## src/rtl/task_icd_pkg.sv

```systemverilog
// Shared task-interface constants, response codes and the bank command word builder.
// Define BANK_CMD_PARITY_EN to place odd parity in command word bit 27.
package task_icd_pkg;

   localparam int unsigned HEADER_BYTES = 8;

   localparam logic [31:0] TASK_VALID      = 32'h0000_0001;
   localparam logic [31:0] HEADER_INVALID  = 32'h0000_0002;
   localparam logic [31:0] PAYLOAD_INVALID = 32'h0000_0003;
   localparam logic [31:0] EXE_ERROR       = 32'h0000_0004;

   localparam logic [3:0]  BANK_CMD_ID     = 4'b0000;

   function automatic logic [31:0] mk_bank_cmd(input logic [3:0]  id,
                                               input logic [15:0] v,
                                               input logic [7:0]  b);
      logic [31:0] w;
      w = {id, 4'b0000, v, b};
`ifdef BANK_CMD_PARITY_EN
      // bit 27 is still zero here, so ~^w makes the whole word odd
      w[27] = ~^w;
`endif
      return w;
   endfunction

endpackage

```

## src/rtl/bank_cmd_len_decode.sv

```systemverilog
// Combinational task length decoder: len (header included) -> pair count and legality.
module bank_cmd_len_decode #(
   parameter int unsigned NUM_CMDS  = 4,
   parameter int unsigned HDR_BYTES = 8,
   parameter int unsigned NW        = 5
) (
   input  logic [31:0]   i_len,
   output logic          o_ok,
   output logic [NW-1:0] o_n
);

   logic [31:0] w_d;
   logic [31:0] w_n;

   // i_len > HDR_BYTES is checked explicitly so a short len cannot wrap into a legal count
   assign w_d  = i_len - HDR_BYTES;
   assign w_n  = {3'b000, w_d[31:3]};
   assign o_ok = (i_len > HDR_BYTES) && (w_d[2:0] == 3'b000) &&
                 (w_n >= 32'd1) && (w_n <= NUM_CMDS);
   assign o_n  = w_n[NW-1:0];

endmodule

```

## src/rtl/bank_cmd_multi.sv

```systemverilog
// Multi-pair bank command task handler: validates a task, streams one word per pair.
// Define BANK_CMD_PARITY_EN to enable odd parity in word bit 27.
module bank_cmd_multi
   import task_icd_pkg::*;
#(
   parameter int unsigned NUM_CMDS    = 4,
   parameter int unsigned BANK_BITS   = 4,
   parameter int unsigned VAL_BITS    = 8,
   parameter logic [3:0]  CMD_ID      = BANK_CMD_ID,
   parameter int unsigned MAX_TIMEOUT = 1000
) (
   input  logic        clk,
   input  logic        rst_n,
   input  logic        task_valid,
   input  logic [31:0] len_bytes,
   input  logic [31:0] bank [NUM_CMDS],
   input  logic [31:0] val  [NUM_CMDS],
   output logic        busy,
   output logic        resp_valid,
   output logic [31:0] resp,
   output logic [4:0]  cmds_sent,
   input  logic        aso_cmd_ready,
   output logic        aso_cmd_valid,
   output logic [31:0] aso_cmd_data
);

   localparam int IW = $clog2(NUM_CMDS + 1);
   localparam int TW = (MAX_TIMEOUT > 0) ? $clog2(MAX_TIMEOUT + 1) : 1;

   typedef enum logic [1:0] {IDLE, VALIDATE_LEN, VALIDATE_PAYLOAD, SRC} state_t;

   state_t              r_state, w_state_nxt;
   logic [IW-1:0]       r_idx, w_idx_nxt, w_idx_inc;
   logic [IW-1:0]       r_limit, w_limit_nxt;
   logic [TW-1:0]       r_tmo, w_tmo_nxt;
   logic [4:0]          r_cmds, w_cmds_nxt;
   logic                r_valid, w_valid_nxt;
   logic [31:0]         r_data, w_data_nxt;
   logic                r_resp_valid, w_resp_valid_nxt;
   logic [31:0]         r_resp, w_resp_nxt;
   logic                r_busy;
   logic [31:0]         r_len;
   logic [7:0]          r_bank [NUM_CMDS];
   logic [15:0]         r_val  [NUM_CMDS];
   logic [NUM_CMDS-1:0] r_pair_ok;
   logic                w_load, w_hs, w_sel_ok, w_len_ok;
   logic [IW-1:0]       w_len_n;
   logic [7:0]          w_nb;
   logic [15:0]         w_nv;

   bank_cmd_len_decode #(
      .NUM_CMDS  (NUM_CMDS),
      .HDR_BYTES (HEADER_BYTES),
      .NW        (IW)
   ) u_len_dec (
      .i_len (r_len),
      .o_ok  (w_len_ok),
      .o_n   (w_len_n)
   );

   always_comb begin
      w_state_nxt      = r_state;
      w_idx_nxt        = r_idx;
      w_limit_nxt      = r_limit;
      w_tmo_nxt        = r_tmo;
      w_cmds_nxt       = r_cmds;
      w_valid_nxt      = r_valid;
      w_resp_valid_nxt = 1'b0;
      w_resp_nxt       = r_resp;
      w_load           = 1'b0;
      w_hs             = r_valid & aso_cmd_ready;
      w_idx_inc        = r_idx + 1'b1;
      w_sel_ok         = 1'b0;
      for (int i = 0; i < NUM_CMDS; i++)
         if (IW'(i) == r_idx) w_sel_ok = r_pair_ok[i];

      case (r_state)
         IDLE: begin
            if (task_valid) begin
               w_load      = 1'b1;
               w_state_nxt = VALIDATE_LEN;
            end
         end
         VALIDATE_LEN: begin
            if (w_len_ok) begin
               w_limit_nxt = w_len_n;
               w_idx_nxt   = '0;
               w_state_nxt = VALIDATE_PAYLOAD;
            end else begin
               w_resp_valid_nxt = 1'b1;
               w_resp_nxt       = HEADER_INVALID;
               w_state_nxt      = IDLE;
            end
         end
         VALIDATE_PAYLOAD: begin
            if (r_idx == r_limit) begin
               w_idx_nxt   = '0;
               w_tmo_nxt   = '0;
               w_cmds_nxt  = '0;
               w_valid_nxt = 1'b1;
               w_state_nxt = SRC;
            end else if (!w_sel_ok) begin
               w_resp_valid_nxt = 1'b1;
               w_resp_nxt       = PAYLOAD_INVALID;
               w_state_nxt      = IDLE;
            end else begin
               w_idx_nxt = w_idx_inc;
            end
         end
         SRC: begin
            // handshake is tested first so it wins over a coincident timeout
            if (w_hs) begin
               w_idx_nxt  = w_idx_inc;
               w_cmds_nxt = r_cmds + 5'd1;
               w_tmo_nxt  = '0;
               if (w_idx_inc == r_limit) begin
                  w_valid_nxt      = 1'b0;
                  w_resp_valid_nxt = 1'b1;
                  w_resp_nxt       = TASK_VALID;
                  w_state_nxt      = IDLE;
               end
            end else if (MAX_TIMEOUT != 0 && r_tmo == TW'(MAX_TIMEOUT)) begin
               w_valid_nxt      = 1'b0;
               w_resp_valid_nxt = 1'b1;
               w_resp_nxt       = EXE_ERROR;
               w_state_nxt      = IDLE;
            end else begin
               w_tmo_nxt = r_tmo + 1'b1;
            end
         end
         default: w_state_nxt = IDLE;
      endcase

      // word for the pair the stream will present next cycle
      w_nb = 8'h00;
      w_nv = 16'h0000;
      for (int i = 0; i < NUM_CMDS; i++)
         if (IW'(i) == w_idx_nxt) begin
            w_nb = r_bank[i];
            w_nv = r_val[i];
         end
      w_data_nxt = mk_bank_cmd(CMD_ID, w_nv, w_nb);
   end

   always_ff @(posedge clk or negedge rst_n) begin
      if (!rst_n) begin
         r_state      <= IDLE;
         r_idx        <= '0;
         r_limit      <= '0;
         r_tmo        <= '0;
         r_cmds       <= '0;
         r_valid      <= 1'b0;
         r_data       <= '0;
         r_resp_valid <= 1'b0;
         r_resp       <= '0;
         r_busy       <= 1'b0;
      end else begin
         r_state      <= w_state_nxt;
         r_idx        <= w_idx_nxt;
         r_limit      <= w_limit_nxt;
         r_tmo        <= w_tmo_nxt;
         r_cmds       <= w_cmds_nxt;
         r_valid      <= w_valid_nxt;
         r_resp_valid <= w_resp_valid_nxt;
         r_resp       <= w_resp_nxt;
         r_busy       <= (w_state_nxt != IDLE);
         if (w_valid_nxt) r_data <= w_data_nxt;
      end
   end

   // pair legality is folded to one flag at capture so only the used field bits are kept
   always_ff @(posedge clk or negedge rst_n) begin
      if (!rst_n) begin
         r_len     <= '0;
         r_pair_ok <= '0;
         for (int i = 0; i < NUM_CMDS; i++) begin
            r_bank[i] <= '0;
            r_val[i]  <= '0;
         end
      end else if (w_load) begin
         r_len <= len_bytes;
         for (int i = 0; i < NUM_CMDS; i++) begin
            r_pair_ok[i] <= ((bank[i] >> BANK_BITS) == 32'd0) && ((val[i] >> VAL_BITS) == 32'd0);
            r_bank[i]    <= bank[i][7:0];
            r_val[i]     <= val[i][15:0];
         end
      end
   end

   assign busy          = r_busy;
   assign resp_valid    = r_resp_valid;
   assign resp          = r_resp;
   assign cmds_sent     = r_cmds;
   assign aso_cmd_valid = r_valid;
   assign aso_cmd_data  = r_data;

endmodule

```

## config.mk

```make
export PLATFORM = sky130hd
export DESIGN_NAME = bank_cmd_multi
export DESIGN_NICKNAME = d
export VERILOG_FILES = /design/src/rtl/task_icd_pkg.sv /design/src/rtl/bank_cmd_len_decode.sv /design/src/rtl/bank_cmd_multi.sv
export SDC_FILE = /design/constraint.sdc
export NUM_CORES = 1
export LEC_CHECK = 0
export BUFFER_PORTS_ARGS = -buffer_cell sky130_fd_sc_hd__buf_2
export CORE_ASPECT_RATIO = 1.25
export CORE_MARGIN = 10
export CORE_UTILIZATION = 45
export CTS_CLUSTER_DIAMETER = 200
export CTS_CLUSTER_SIZE = 12
export DETAILED_ROUTE_END_ITERATION = 6
export HOLD_SLACK_MARGIN = 0.08
export PLACE_DENSITY = 0.78
export SLEW_MARGIN = 20
export SYNTH_ARGS = -nofsm -noshare
export SYNTH_HDL_FRONTEND = slang
export SYNTH_SLANG_ARGS = --single-unit
export TNS_END_PERCENT = 30
```

## constraint.sdc

```tcl
create_clock -name clk -period 2.95 [get_ports clk]
set_clock_uncertainty 0.1 [all_clocks]
set_input_delay 0.4425 -clock clk [delete_from_list [all_inputs] [get_ports clk]]
set_output_delay 0.4425 -clock clk [all_outputs]
set_load 0.005 [all_outputs]
```

==> impl_metrics.py, run 1 <==
metrics = {
    "run_status": {
        "status": "finished, violations left",
        "violations": "setup timing",
    },
    "yosys": {
        "yosys_warnings": 0,
        "synth_mux_area_frac": 0.0574,
        "synth_top_family_by_area": "simple AND/OR/NAND/NOR gates",
        "yosysSeqAreaShare": 0.500,
        "ys_types": 62,
        "synth_adder_area_share": 0.0149,
        "netlist_instances": 1051,
        "ys_async_sr_fraction": 1.00,
        "synth_compound_area_frac": 0.0655,
        "synth-simple-area-share": 0.287,
        "synth-seq-cells": 185,
        "synth_ff_type": "dfrtp_1",
        "synth-edff-count": 0,
        "synth.cell_area_sq_um": 9260,
        "avgSynthCellArea_sq_um": 8.81,
        "synthXorXnorAreaFrac": 0.0161,
    },
    "layout": {
        "drive_above_1_share": 0.309,
        "mostFrequentLayoutCell": "nand2_1",
        "multi_input_area_sq_um": 4300,
        "layout.area.seq_sq_um": 4630,
        "fin_nets": 1714,
        "area.growth.synth_to_final_pct": 31.2,
        "layoutNonFillerInstCount": 1694,
        "fill_cells": 1787,
        "most-common-layout-cells": "nand2_1 (429), buf_2 (325), dfrtp_1 (185), nor4_1 (63), buf_4 (52)",
        "diodes": 0,
        "fin_area_sq_um": 12100,
    },
    "clocking": {
        "h-tree-depth": 4,
        "clock_sinks": 185,
        "cts_buffer_depth": 2,
        "cts_buffers": 17,
        "cts_root_buf": "clkbuf_16",
        "insertion_delay_ns": 0.43,
        "cts_tree": "yes",
        "cts.reportedPaths.clkPinSlew_ns": 0.07,
    },
    "critical_path": {
        "ff2ff_setup_slack_ns": -0.39,
        "endpoint": "aso_cmd_data[22]",
        "critPathCaptureType": "register",
        "critPathMaxFanout": 24,
        "required_ns": 3.19,
        "r2r_start": "r_len[24]",
        "path_class": "reg -> reg",
        "r2r_end": "aso_cmd_data[22]",
        "reg2reg_depth": 10,
        "crit_arrival_ns": 3.57,
        "crit_start": "r_len[24]",
        "start_kind": "register",
    },
    "routing": {
        "routed_wl_microns": 31500,
        "drt_pass1_iterations": 5,
        "antenna_left": 0,
        "via_per_inst": 5.23,
        "wl_per_cell_microns": 18.6,
        "drc": 0,
        "vias": 8867,
        "initialDrtViolationCount": 611,
    },
    "sta": {
        "finalHoldViolations": 0,
        "tightest_slew_ns": 0.737,
        "post-route-period-util": 1.13,
        "maxSlewHeadroom": 0.504,
        "setup_viol": 30,
        "setup_tns_ns": -9.32,
        "setup_ws_ns": -0.387,
        "rsz0062_at_grt": "true",
        "slew_viol_final": 0,
        "clock.fmax_mhz": 300,
        "fin_crit_ns": 3.34,
    },
    "run": {
        "drv_cap": 0,
    },
    "global_routing": {
        "grt_max_degree": 71,
        "overflow": 0,
        "grt_util_all_layers": 0.227,
        "antenna_found_initial": 0,
        "grt_pass1_vias": 9203,
        "grt_pass1_wl_microns": 48400,
    },
    "place": {
        "dp_hpwl_microns": 24500,
        "dp.cells": 1657,
        "io_buffers": 326,
        "place_worst_setup_slack_ns": -0.356,
        "place_congestion": 0.935,
        "dpl_cell_area_sq_um": 11500,
    },
    "pwr": {
        "vdd_ir_drop_max_mv": 0.391,
        "p_leak_uw": 0.00628,
        "p_per_area_nw_per_um2": 505,
        "power_uw": 6130,
    },
    "worst_hold_path": {
        "min_path_type": "in -> reg",
    },
    "floorplanning": {
        "die_h_microns": 180,
        "die_w_microns": 148,
        "num_rows": 58,
        "start_util": 0.459,
        "ios": 364,
        "fp.coreArea_sq_um": 20200,
        "dieArea_sq_um": 26700,
    },
}
## worst min-delay path by stage
stage | start | endpoint | slack (ns) | depth (start not counted)
2_1_floorplan | rst_n | aso_cmd_data[0] | 0.05 | 0
3_3_place_gp | r_len[24] | r_len[24] | 0.35 | 2
3_5_place_dp | r_val[29] | r_val[29] | 0.36 | 2
4_1_cts | val[3] | r_val[3] | 0.08 | 3
5_1_grt | val[0] | r_val[0] | 0.09 | 3
6_report | val[3] | r_val[3] | 0.1 | 3
## flip-flops by register name, indices dropped and copies added, names as in the netlist
| signal | count |
|---|---|
| r_state | 2 |
| r_pair_ok | 4 |
| r_limit | 3 |
| aso_cmd_data | 24 |
| busy | 1 |
| resp_valid | 1 |
| r_val | 64 |
| r_tmo | 10 |
| r_bank | 32 |
| r_idx | 3 |
| aso_cmd_valid | 1 |
| resp | 3 |
| cmds_sent | 5 |
| r_len | 32 |
## cell families (layout without fill, tap and decap cells)
kind of cell,count (synthesis),in the layout
AOI/OAI and AO/OA,81,81
xor gates and xnor gates,17,17
adders and majority gates,11,11
buffers and inverters,101,438
DFF,185,185
muxes,53,53
other,1,37
and+or+nand+nor,602,602
## critical path: stages, from the launching register on
cell,delay [ns]
dfrtp_1,0.39
or4_4,0.54
or3_4,0.38
or2_4,0.28
nor4b_4,0.25
nor4_2,0.10
a41o_1,0.30
a31oi_1,0.28
o2111ai_2,0.20
buf_12,0.21
o221ai_1,0.20
## where the power goes
part,internal [uW],switching (uW)
clock,1250,1010
sequential,2770,178
combinational,422,503
total,4440,1690
## layer usage
layer  vias to the layer above  GRT usage  wire length (microns)
met3                        43     0.0510                   2140
li1                       4235          -                      -
met4                         0     0.0707                    714
met2                       382      0.400                  16100
met1                      4207      0.267                  12500
met5                         -          0                      0
## stage by stage
stage               hold slack (ns)  utilization
floorplan                    0.0469            -
global placement              0.352        0.568
detailed placement            0.361        0.568
CTS                          0.0821        0.599
global route                 0.0919        0.602
finish                       0.0970        0.602
## what timing repair did
item,in CTS,in global routing
hold endpoints to repair,59,0
hold buffers,1,0
gates resized for setup,4,6
cloned,1,1
pin swaps,12,3
setup endpoints to repair,31,33
buffers inserted,0,2
## synthesized netlist by cell type (4+ instances only)
cell type,n,area share
a21o_1,5,0.0041
a21oi_1,10,0.0054
buf_2,4,0.0022
buf_4,39,0.032
clkbuf_1,35,0.014
dfrtp_1,185,0.50
ha_1,11,0.015
inv_1,18,0.0073
mux2i_1,52,0.056
nand2_1,430,0.17
nand2b_1,5,0.0034
nand3_1,9,0.0049
nand3b_1,4,0.0032
nand4_1,21,0.014
nor2_1,30,0.012
nor3_1,13,0.0070
nor4_1,64,0.043
o21ai_0,13,0.0070
o221ai_1,24,0.023
xnor2_1,8,0.0076
xor2_1,9,0.0085
## cell type report
type | count | area share
Sequential cell | 185 | 0.381
Multi-Input combinational cell | 801 | 0.354
Timing Repair Buffer | 388 | 0.184
Clock buffer | 22 | 0.0390
Tap cell | 270 | 0.0278
Clock inverter | 10 | 0.00875
Inverter | 18 | 0.00556
(Power assumes the default switching activity.)
==> inputs of run 2 (changes only) <==
--- a/config.mk
+++ b/config.mk
@@ -14,6 +14,7 @@
 export DETAILED_ROUTE_END_ITERATION = 6
 export HOLD_SLACK_MARGIN = 0.08
 export PLACE_DENSITY = 0.78
+export RECOVER_POWER = 50
 export SLEW_MARGIN = 20
 export SYNTH_ARGS = -nofsm -noshare
 export SYNTH_HDL_FRONTEND = slang
==> run 2 against run 1 <==
  * The flow finishes with violations (capacitance limit, slew limit, setup timing)
  * Clock power is essentially flat
  * Largest cell class unchanged
  * Critical path type unchanged
  * Register-to-register slack barely moved
  * Flip-flop and latch count unchanged
  * Non-clock buffer count unchanged
==> impl_metrics.py, run 2 (synthesized netlist as in run 1, its figures left out) <==
metrics = {
    "place": {
        "dpl_cell_area_sq_um": 11500,
        "place_congestion": 0.935,
        "dp_hpwl_microns": 24500,
        "place_worst_setup_slack_ns": -0.356,
        "io_buffers": 326,
    },
    "pwr": {
        "vdd_ir_drop_max_mv": 0.389,
        "p_leak_uw": 0.00615,
        "p_per_area_nw_per_um2": 506,
    },
    "clocking": {
        "cts_buffer_depth": 2,
        "cts.reportedPaths.clkPinSlew_ns": 0.07,
        "cts_tree": "yes",
        "h-tree-depth": 4,
        "clock_sinks": 185,
        "cts_root_buf": "clkbuf_16",
        "cts_buffers": 17,
        "insertion_delay_ns": 0.43,
    },
    "critical_path": {
        "crit_arrival_ns": 3.57,
        "max_stage_delay_ns": 0.54,
        "cp_slowest_cell": "or4_4",
        "start_kind": "register",
        "critPathMaxFanout": 24,
        "required_ns": 3.18,
        "crit_family": "simple AND/OR/NAND/NOR gates",
        "critPathCaptureType": "register",
        "path_buf_inv": 1,
        "cp_cell_sequence": "or4_4, or3_4, or2_4, nor4b_4, nor4_2, a41o_1, a31oi_1, o2111ai_2, buf_12, o221ai_1",
        "path_class": "reg -> reg",
    },
    "sta": {
        "rsz0062_at_grt": "true",
        "setup_viol": 30,
        "finalHoldViolations": 0,
        "setup_ws_ns": -0.387,
        "maxSlewHeadroom": -0.00501,
        "tightest_slew_ns": 1.51,
        "post-route-period-util": 1.13,
        "clock.fmax_mhz": 300,
        "whs_ns": 0.0982,
        "fin_crit_ns": 3.34,
        "slew_viol_final": 61,
    },
    "layout": {
        "top_register": "r_val",
        "most-common-layout-cells": "nand2_1 (429), buf_2 (298), dfrtp_1 (185), nor4_1 (63), buf_4 (52)",
        "fin_nets": 1714,
        "top_regs": "r_val x64, r_bank x32, r_len x32",
        "mostFrequentLayoutCell": "nand2_1",
        "area.growth.synth_to_final_pct": 30.6,
        "largest_reg_flops": 64,
        "fill_cells": 1805,
        "drive_above_1_share": 0.290,
        "fin_area_sq_um": 12100,
        "utilization": 0.599,
    },
    "floorplanning": {
        "die_w_microns": 148,
        "fp.coreArea_sq_um": 20200,
        "num_rows": 58,
        "dieArea_sq_um": 26700,
        "start_util": 0.459,
        "die_h_microns": 180,
        "ios": 364,
    },
    "global_routing": {
        "grt_util_all_layers": 0.227,
        "grt_pass1_vias": 9203,
        "grt_pass1_wl_microns": 48400,
        "antenna_found_initial": 0,
        "overflow": 0,
        "grt_max_degree": 71,
    },
    "routing": {
        "routed_wl_microns": 31500,
        "drc": 0,
        "vias": 8865,
        "wl_per_cell_microns": 18.6,
        "antenna_left": 0,
        "via_per_inst": 5.23,
        "initialDrtViolationCount": 596,
        "drt_pass1_iterations": 6,
    },
    "run_status": {
        "status": "finished, violations left",
        "violations": "capacitance limit, slew limit, setup timing",
    },
    "worst_hold_path": {
        "min_path_type": "in -> reg",
    },
    "run": {
        "drv_cap": 1,
    },
}
[run 2: cell types whose count changed in the layout (fill, tap and decap cells not counted)]
| cell | before | now |
|---|---|---|
| buf_2 | 325 | 298 |
| clkbuf_1 | 2 | 29 |
| buf_12 | 7 | 5 |
| buf_6 | 0 | 1 |
| clkbuf_2 | 0 | 1 |
| clkbuf_4 | 0 | 1 |
| clkbuf_8 | 4 | 3 |
| diode_2 | 0 | 1 |
[run 2: worst paths after layout]
check	start	end	slack [ns]	cells after the start
min in group asynchronous	rst_n	cmds_sent[4]	0.85	2
max in group asynchronous	rst_n	r_val[58]	0.32	3
worst min register to register	r_bank[6]	r_bank[6]	0.38	2
worst max register to register	r_len[24]	aso_cmd_data[12]	-0.39	10
worst min-delay path	val[0]	r_val[0]	0.1	3
worst max-delay path	r_len[24]	aso_cmd_data[12]	-0.39	10
[run 2: metrics by stage]
| stage | instances | setup TNS [ns] | power (uW) |
|---|---|---|---|
| 6_report | 1695 | -9.25 | 6120 |
| 5_1_grt | 1694 | -17.31 | 6410 |
| 4_1_cts | 1691 | -7.90 | 6150 |
| 3_5_place_dp | 1657 | -7.08 | 3890 |
| 3_3_place_gp | 1657 | -5.50 | 3860 |
| 2_1_floorplan | 1087 | -4.49 | 3410 |
[run 2: per-layer routing]
metal  part of all wire  vias up  global-route usage
met5                  0        -                   0
met4              0.024        0              0.0707
met3              0.068       49              0.0510
met2               0.51      364               0.400
met1               0.40     4214               0.267
li1                   -     4238                   -
[run 2: what timing repair did]
item / in CTS / in global routing
hold endpoints to repair: 59 / 0
gates resized for setup: 4 / 6
buffers inserted: 0 / 2
hold buffers: 1 / 0
endpoints found under the setup margin: 31 / 33
pin swaps: 12 / 3
cloned: 1 / 1
[run 2: layout make-up]
| class | count | area [sq um] | area share |
|---|---|---|---|
| Sequential cell | 185 | 4630 | 0.383 |
| Multi-Input combinational cell | 801 | 4300 | 0.356 |
| Timing Repair Buffer | 388 | 2170 | 0.179 |
| Clock buffer | 22 | 474 | 0.0392 |
| Tap cell | 270 | 338 | 0.0279 |
| Clock inverter | 10 | 106 | 0.00880 |
| Inverter | 18 | 67.6 | 0.00559 |
| Antenna cell | 1 | 2.50 | 0.000207 |
[run 2: tightest hold or removal path: cells and delay by family]
family,cells,cell delay [ns]
buffers and inverters,1,0.07
AND/OR/NAND/NOR,2,0.08
[run 2: report_power, final]
group / internal [uW] / switching (uW)
combinational: 417 / 502
clock: 1250 / 1000
sequential: 2770 / 178
==> inputs of run 3 (changes only) <==
--- a/config.mk
+++ b/config.mk
@@ -10,10 +10,10 @@
 export CORE_MARGIN = 10
 export CORE_UTILIZATION = 45
 export CTS_CLUSTER_DIAMETER = 200
-export CTS_CLUSTER_SIZE = 12
+export CTS_CLUSTER_SIZE = 16
 export DETAILED_ROUTE_END_ITERATION = 6
 export HOLD_SLACK_MARGIN = 0.08
-export PLACE_DENSITY = 0.78
+export PLACE_DENSITY = 0.75
 export RECOVER_POWER = 50
 export SLEW_MARGIN = 20
 export SYNTH_ARGS = -nofsm -noshare
==> constraint.sdc (replaced) <==
create_clock -name clk -period 3.96 [get_ports clk]
set_clock_uncertainty 0.1 [all_clocks]
set_input_delay 0.594 -clock clk [delete_from_list [all_inputs] [get_ports clk]]
set_output_delay 0.594 -clock clk [all_outputs]
set_load 0.005 [all_outputs]
==> run 3 against run 2 <==
  * The run ends with capacitance limit, slew limit left
  * Clock power down 28%
  * Highest routed layer unchanged
  * Design area down 3.7%
  * Flip-flop and latch count unchanged
  * Power down 28%
  * Combinational power down 35%
==> impl_metrics.py, run 3 (synthesized netlist as in run 1, its figures left out) <==
metrics = {
    "global_routing": {
        "antenna_found_initial": 3,
        "grt_pass1_wl_microns": 47800,
        "grt_util_all_layers": 0.223,
        "grt_max_degree": 96,
        "grt_pass1_vias": 8937,
        "overflow": 0,
    },
    "routing": {
        "routed_wl_microns": 30700,
        "drt_pass1_iterations": 5,
        "initialDrtViolationCount": 553,
        "vias": 8533,
        "via_per_inst": 5.16,
        "antenna_left": 0,
        "wl_per_cell_microns": 18.6,
        "drc": 0,
    },
    "floorplanning": {
        "die_h_microns": 180,
        "dieArea_sq_um": 26700,
        "num_rows": 58,
        "fp.coreArea_sq_um": 20200,
        "start_util": 0.459,
        "ios": 364,
        "die_w_microns": 148,
    },
    "critical_path": {
        "endpoint": "aso_cmd_data[23]",
        "ff2ff_setup_slack_ns": 0.35,
        "start_kind": "register",
        "critPathCaptureType": "register",
        "r2r_start": "r_len[4]",
        "path_class": "reg -> reg",
        "r2r_end": "aso_cmd_data[23]",
        "required_ns": 4.13,
        "critPathMaxFanout": 19,
        "crit_arrival_ns": 3.78,
        "crit_start": "r_len[4]",
        "reg2reg_depth": 12,
    },
    "layout": {
        "drive_above_1_share": 0.271,
        "largest_reg_flops": 64,
        "top_register": "r_val",
        "fin_nets": 1671,
        "utilization": 0.577,
        "mostFrequentLayoutCell": "nand2_1",
        "top_regs": "r_val x64, r_bank x32, r_len x32",
        "area.growth.synth_to_final_pct": 25.8,
        "fill_cells": 1851,
        "most-common-layout-cells": "nand2_1 (429), buf_2 (308), dfrtp_1 (185), nor4_1 (64), mux2i_1 (52)",
    },
    "sta": {
        "slew_viol_final": 95,
        "setup_tns_ns": 0,
        "fin_crit_ns": 3.61,
        "finalHoldViolations": 0,
        "tightest_slew_ns": 2.39,
        "post-route-period-util": 0.913,
        "maxSlewHeadroom": -0.594,
        "setup_viol": 0,
        "clock.fmax_mhz": 277,
        "rsz0062_at_grt": "false",
    },
    "clocking": {
        "insertion_delay_ns": 0.43,
        "cts_resized": 0,
        "cts_root_buf": "clkbuf_16",
        "clock_sinks": 185,
        "cts.reportedPaths.clkPinSlew_ns": 0.07,
        "cts_setup_buffers": 0,
        "cts_buffers": 17,
        "cts_hold_buf": 0,
        "cts_buffer_depth": 2,
        "cts_tree": "yes",
        "h-tree-depth": 4,
    },
    "run_status": {
        "violations": "capacitance limit, slew limit",
        "status": "finished, violations left",
    },
    "worst_hold_path": {
        "min_path_type": "in -> reg",
        "min-delay-start": "val[103]",
    },
    "run": {
        "drv_cap": 1,
    },
    "pwr": {
        "p_leak_uw": 0.00595,
        "vdd_ir_drop_max_mv": 0.306,
        "power_uw": 4430,
        "p_per_area_nw_per_um2": 380,
    },
    "place": {
        "dp_hpwl_microns": 24000,
        "place_congestion": 0.901,
        "io_buffers": 326,
    },
}
==> run 3: changes by cell type in the layout (fill, tap and decap cells not counted), moves of 2 or more <==
cell	delta
buf_4	-37
clkbuf_1	-12
buf_2	+10
clkbuf_8	-3
inv_8	+3
buf_12	-2
clkinv_2	+2
==> run 3: layer usage <==
| layer | GRT usage | routed length [microns] | up-vias |
|---|---|---|---|
| met3 | 0.0560 | 2080 | 24 |
| met1 | 0.259 | 12000 | 4025 |
| li1 | - | - | 4147 |
| met4 | 0.0508 | 420 | 0 |
| met5 | 0 | 0 | - |
| met2 | 0.400 | 16200 | 337 |
==> run 3: metrics by stage <==
step,setup slack (ns),hold WS [ns],instances,cell area (sq um)
floorplan,0.763,0.198,1087,9390
finish,0.346,0.250,1653,11600
global placement,0.220,0.355,1611,11000
CTS,0.264,0.156,1643,11600
global route,0.0860,0.242,1653,11600
detailed placement,0.324,0.359,1611,11000
==> run 3: critical path: stages (launching register included) <==
cell      delay (ns)
dfrtp_1         0.48
inv_1           0.14
ha_1            0.30
or2_2           0.33
a221o_1         0.35
a21boi_0        0.18
nand4_1         0.13
nor4_2          0.25
a41o_1          0.33
o21a_4          0.28
buf_12          0.21
mux2i_1         0.24
o221ai_1        0.14
==> run 3: final cells by class <==
type | count | area [sq um] | area share
antenna | 2 | 5.00 | 0.000430
clock buffer | 17 | 425 | 0.0365
clock inverter | 15 | 136 | 0.0117
inverter | 18 | 67.6 | 0.00580
multi-input combinational | 801 | 4250 | 0.365
sequential | 185 | 4630 | 0.398
tap | 270 | 338 | 0.0290
timing repair buffer | 345 | 1790 | 0.154
==> run 3: worst min path at each step <==
stage	to	slack, ns	cells past startpoint
final	r_val[55]	0.25	3
after global placement	r_len[23]	0.36	2
after detailed placement	r_len[24]	0.36	2
after CTS	cmds_sent[4]	0.16	1
after floorplan	aso_cmd_data[0]	0.20	0
after global routing	r_val[52]	0.24	3
==> run 3: power by group <==
group          internal, uW  leakage [uW]  switching, uW  total, uW
Clock                   833      0.000279            802       1630
Sequential             2060       0.00234            135       2200
Combinational           254       0.00333            342        596
Total                  3150       0.00595           1280       4430
